==> src/rtl/counter_responder_pkg.sv <==
// Shared types and constants for the counter responder: operation codes,
// FSM states and the width of the latency timer.
package counter_responder_pkg;

  localparam int TIMER_W = 8;

  typedef enum logic [1:0] {
    OP_INC  = 2'b00,
    OP_DEC  = 2'b01,
    OP_CLR  = 2'b10,
    OP_LOAD = 2'b11
  } op_e;

  typedef enum logic [1:0] {
    IDLE     = 2'b00,
    BUSY     = 2'b01,
    WAIT_REL = 2'b10
  } state_e;

endpackage

==> src/rtl/resp_delay_timer.sv <==
// Loadable down-counter that times the busy phase of the responder.
// load_i has priority over dec_i; zero_o flags a count of zero.
module resp_delay_timer
  import counter_responder_pkg::*;
(
  input  logic               clk_i,
  input  logic               rst_ni,
  input  logic               load_i,
  input  logic [TIMER_W-1:0] load_val_i,
  input  logic               dec_i,
  output logic [TIMER_W-1:0] value_o,
  output logic               zero_o
);

  logic [TIMER_W-1:0] value_q;
  logic [TIMER_W-1:0] value_d;

  always_comb begin
    value_d = value_q;
    if (load_i) begin
      value_d = load_val_i;
    end else if (dec_i) begin
      value_d = value_q - TIMER_W'(1);
    end
  end

  always_ff @(posedge clk_i) begin
    if (!rst_ni) begin
      value_q <= '0;
    end else begin
      value_q <= value_d;
    end
  end

  assign value_o = value_q;
  assign zero_o  = (value_q == '0);

endmodule

==> src/rtl/counter_responder.sv <==
// Req/busy responder applying INC/DEC/CLR/LOAD to a counter after LATENCY cycles.
// Optional sticky protocol-error flag err_o when COUNTER_RESPONDER_ERR_EN is defined.
module counter_responder
  import counter_responder_pkg::*;
#(
  parameter int unsigned WIDTH   = 4,
  parameter int unsigned LATENCY = 3
) (
  input  logic             clk_i,
  input  logic             rst_ni,
  input  logic             req_i,
  input  logic [1:0]       op_i,
  input  logic [WIDTH-1:0] data_i,
  output logic             busy_o,
  output logic             done_o,
  output logic [WIDTH-1:0] counter_o
`ifdef COUNTER_RESPONDER_ERR_EN
  ,
  output logic             err_o
`endif
);

  localparam logic [TIMER_W-1:0] TIMER_LOAD = TIMER_W'(LATENCY - 1);

  state_e             state_q, state_d;
  op_e                op_q, op_d;
  logic [WIDTH-1:0]   data_q, data_d;
  logic [WIDTH-1:0]   counter_q, counter_d;
  logic               done_q, done_d;
  logic               tmr_load, tmr_dec, tmr_zero;
  logic [TIMER_W-1:0] tmr_value;

  resp_delay_timer u_timer (
    .clk_i      (clk_i),
    .rst_ni     (rst_ni),
    .load_i     (tmr_load),
    .load_val_i (TIMER_LOAD),
    .dec_i      (tmr_dec),
    .value_o    (tmr_value),
    .zero_o     (tmr_zero)
  );

  always_comb begin
    state_d   = state_q;
    op_d      = op_q;
    data_d    = data_q;
    counter_d = counter_q;
    done_d    = 1'b0;
    tmr_load  = 1'b0;
    tmr_dec   = 1'b0;
    case (state_q)
      IDLE: begin
        if (req_i) begin
          op_d     = op_e'(op_i);
          data_d   = data_i;
          tmr_load = 1'b1;
          state_d  = BUSY;
        end
      end
      BUSY: begin
        if (tmr_zero) begin
          case (op_q)
            OP_INC:  counter_d = counter_q + WIDTH'(1);
            OP_DEC:  counter_d = counter_q - WIDTH'(1);
            OP_CLR:  counter_d = '0;
            OP_LOAD: counter_d = data_q;
            default: counter_d = counter_q;
          endcase
          done_d  = 1'b1;
          // A still-high request must be released before the next accept.
          state_d = req_i ? WAIT_REL : IDLE;
        end else begin
          tmr_dec = |tmr_value;
        end
      end
      WAIT_REL: begin
        if (!req_i) begin
          state_d = IDLE;
        end
      end
      default: state_d = IDLE;
    endcase
  end

  always_ff @(posedge clk_i) begin
    if (!rst_ni) begin
      state_q   <= IDLE;
      op_q      <= OP_INC;
      data_q    <= '0;
      counter_q <= '0;
      done_q    <= 1'b0;
    end else begin
      state_q   <= state_d;
      op_q      <= op_d;
      data_q    <= data_d;
      counter_q <= counter_d;
      done_q    <= done_d;
    end
  end

  assign busy_o    = (state_q == BUSY);
  assign done_o    = done_q;
  assign counter_o = counter_q;

`ifdef COUNTER_RESPONDER_ERR_EN
  logic err_q, err_d;

  // Flags an early request drop or an op change while the operation is pending.
  always_comb begin
    err_d = err_q;
    if (state_q == BUSY && (!req_i || (op_e'(op_i) != op_q))) begin
      err_d = 1'b1;
    end
  end

  always_ff @(posedge clk_i) begin
    if (!rst_ni) begin
      err_q <= 1'b0;
    end else begin
      err_q <= err_d;
    end
  end

  assign err_o = err_q;
`endif

endmodule

==> config.mk <==
export PLATFORM = sky130hd
export DESIGN_NAME = counter_responder
export DESIGN_NICKNAME = d
export VERILOG_FILES = /design/src/rtl/counter_responder_pkg.sv /design/src/rtl/resp_delay_timer.sv /design/src/rtl/counter_responder.sv
export SDC_FILE = /design/constraint.sdc
export NUM_CORES = 1
export LEC_CHECK = 0
export ABC_AREA = 1
export BUFFER_PORTS_ARGS = -buffer_cell sky130_fd_sc_hd__clkbuf_2
export CORE_MARGIN = 5
export CORE_UTILIZATION = 55
export CTS_CLUSTER_DIAMETER = 200
export DETAILED_ROUTE_END_ITERATION = 8
export PLACE_DENSITY = 0.81
export SYNTH_ARGS = -nofsm -noshare
export SYNTH_HDL_FRONTEND = slang
export SYNTH_SLANG_ARGS = --single-unit
==> constraint.sdc <==
create_clock -name clk_i -period 4.1 [get_ports clk_i]
set_clock_uncertainty 0.1 [all_clocks]
set_input_delay 1.23 -clock clk_i [delete_from_list [all_inputs] [get_ports clk_i]]
set_output_delay 1.23 -clock clk_i [all_outputs]
set_load 0.03 [all_outputs]
==> impl_metrics.tcl <==
set metrics [dict create \
    die_w_um 54.3 \
    vdd_drop_max_v 0.000294 \
    drtPass1Iterations 4 \
    reg2reg_from "op_q[1]" \
    status "completed" \
    htreeDepth 1 \
    placed_area_mm2 0.00116 \
    path_clk_slew_ns 0.13 \
    hold_depth 2 \
    max_slew_margin_pct 76.9 \
    p_total_uw 484 \
    drv_slew 0 \
    post-cts-setup-buffers 0 \
    coreArea_mm2 0.00192 \
    vias 1018 \
    syn-num-nets 161 \
    antenna_cells 0 \
    cts_made_buffers 3 \
    synth_cells 149 \
    max_cap_viol_count 0 \
    hold_buffers 0 \
    initial_core_util_pct 56.2 \
    yosysTopAreaCell "dfxtp_1" \
    cts_tree "done" \
    yosysUniqueCellTypes 24 \
    die_area_mm2 0.00295 \
    syn_avg_cell_area_um2 7.25 \
    max_stage_delay_ns 0.35 \
    final_cells 191 \
    clock_sinks 21 \
    yosysWarningCount 0 \
    hold_start "data_q[0]" \
    grt_pass1_wl_um 3860 \
    grtUsageTotal_pct 18.0 \
    arrival_ns 1.16 \
    min_period_ns 2.49 \
    clk_path_buf_depth 2 \
    cts_root_buf "clkbuf_4" \
    critPathSlowestCell "dfxtp_1" \
    cts_resized 0 \
    worstMarginPinSlew_ns 0.345 \
    hold_end "data_q[0]" \
    worstSetupPathType "flip-flop to primary output" \
    grt_start_max_net_pins 14 \
    drc 0 \
    die_y_um 54.3 \
    final_layout_size_suffix_gt1_share_pct 20.7 \
    cp_top_family "flip-flops" \
    drt-total-wl_um 2230 \
    async_flop_share_pct 0 \
    fmax_ghz 0.401 \
    reg2regPathDepth 8 \
    power_leakage_nw 0.536 \
    antenna_found_initial 0 \
    drtAntennaViolNets 0 \
    p_per_area_mw_per_mm2 406 \
    gp_congestion 0.872 \
    cp_cell_sequence "inv_1, nor2_2, clkbuf_2" \
    areaGrowthSynthToFinish_pct 10.4 \
    stdcell_area_mm2 0.00119 \
    worst-r2r-setup-slack_ns 2.43 \
    hold_violations 0 \
    worst_setup_path_end_kind "primary output" \
    fillCellCount 180 \
    synth_most_common_cell "nand2_1" \
    dp.cells 187 \
    wire_per_inst_um 11.7 \
    start_kind "flip-flop" \
    synth_top_cell_area_share_pct 38.9 \
    min_path_type "flip-flop to flip-flop" \
    synth.top_cells.by_area "dfxtp_1 39%, nand2_1 9.7%, a21oi_1 7.9%" \
    synth-edff-count 0 \
    period_share_pct 60.8 \
    synth_area_mm2 0.00108 \
    insertion_delay_ns 0.32 \
    cp_data_required_time_ns 2.77 \
    finalSetupTns_ns 0 \
    drtIter0Drc 33 \
    via_per_inst 5.33 \
    ys_ff_latch 21 \
    grt_pass1_vias 917 \
    io_buffers 14 \
    ios 15 \
    hpwl_um 1700 \
    yosysSeqAreaShare_pct 38.9 \
    cp_num_buf_inv 2 \
    synth_common_cells "28 x nand2_1, 21 x dfxtp_1, 17 x a21oi_1" \
    worstSetupPathDepth 3 \
    worstReg2RegEnd "counter_o[1]" \
    yosys_most_used_dff "dfxtp_1" \
    ff_latch_area_um2 420 \
    finalNetCount 177 \
    rows 16 \
    grt_overflow 0 \
    multi_input_comb_area_um2 558 \
    grt_setup_unrepaired "false" \
    setup_viol 0 \
    cp_max_fo 3 \
]
[area by class of cell]
class | instances | share of cell area [%]
well taps | 27 | 2.83
clock inverters | 1 | 0.420
inverters | 22 | 6.93
flip-flops and latches | 21 | 35.3
multi-input cells | 103 | 46.8
repair buffers | 14 | 5.88
clock buffers | 3 | 1.89
[metrics by stage]
| step | util (%) | hold slack [ns] | worst slack (ns) |
|---|---|---|---|
| floorplan | - | 0.330 | 2.05 |
| global placement | 60.6 | 0.343 | 1.93 |
| detailed placement | 60.6 | 0.348 | 1.87 |
| CTS | 62.0 | 0.365 | 1.60 |
| global route | 62.0 | 0.395 | 1.53 |
| finish | 62.0 | 0.363 | 1.61 |
[routing by layer]
metal	GRT usage, %	up-vias	wire (um)
li1	-	525	-
met2	28.7	25	1030
met5	0	-	0
met1	22.8	464	1040
met3	3.27	4	110
met4	9.96	0	46
[flip-flops by register name (all words and copies together), names as in the netlist]
| signal | cells |
|---|---|
| op_q | 2 |
| done_o | 1 |
| counter_o | 4 |
| state_q | 2 |
| u_timer.value_o | 8 |
| data_q | 4 |
[report_power, final]
group | leakage, nW | switching, mW | internal, mW | total (mW)
clock network | 0.0177 | 0.0664 | 0.0365 | 0.103
logic | 0.347 | 0.0942 | 0.0482 | 0.142
registers | 0.172 | 0.0163 | 0.222 | 0.239
[how the worst max path moves through the flow]
stage                     from                  to  slack (ns)
floorplan           state_q[0]              busy_o        2.05
global placement         req_i  u_timer.value_o[5]        1.93
detailed placement       req_i  u_timer.value_o[5]        1.87
CTS                 state_q[0]              busy_o        1.60
global route        state_q[0]              busy_o        1.53
finish              state_q[0]              busy_o        1.61
[cell families after synthesis]
logic type / count (synthesis) / synth area share [%]
and+or+nand+nor: 63 / 28.9
AOI/OAI and AO/OA: 34 / 16.9
buffers and inverters: 25 / 9.39
DFF: 21 / 38.9
xor gates and xnor gates: 3 / 2.43
adders and majority gates: 3 / 3.48
[worst register-to-register path, stage by stage (launching register included)]
cell and delay [ns]:
dfxtp_1 0.44, inv_2 0.10, nand2_1 0.12, nand2_1 0.08
nand2_1 0.09, inv_1 0.05, ha_1 0.29, a211oi_1 0.24
nor2_1 0.06
[layout by cell type (no fill, tap or decap), types with 3 or more instances in the layout]
master / netlist / routed
xor2_1: 3 / 3
nor2_1: 10 / 10
nand4_1: 3 / 3
clkbuf_4: 0 / 3
a21oi_1: 17 / 17
o21ai_0: 11 / 11
clkbuf_2: 0 / 14
inv_1: 16 / 16
dfxtp_1: 21 / 21
nand2_1: 28 / 28
inv_2: 6 / 6
ha_1: 3 / 3
nand3_1: 11 / 11
Note: power is estimated with default switching activity, not from simulation.
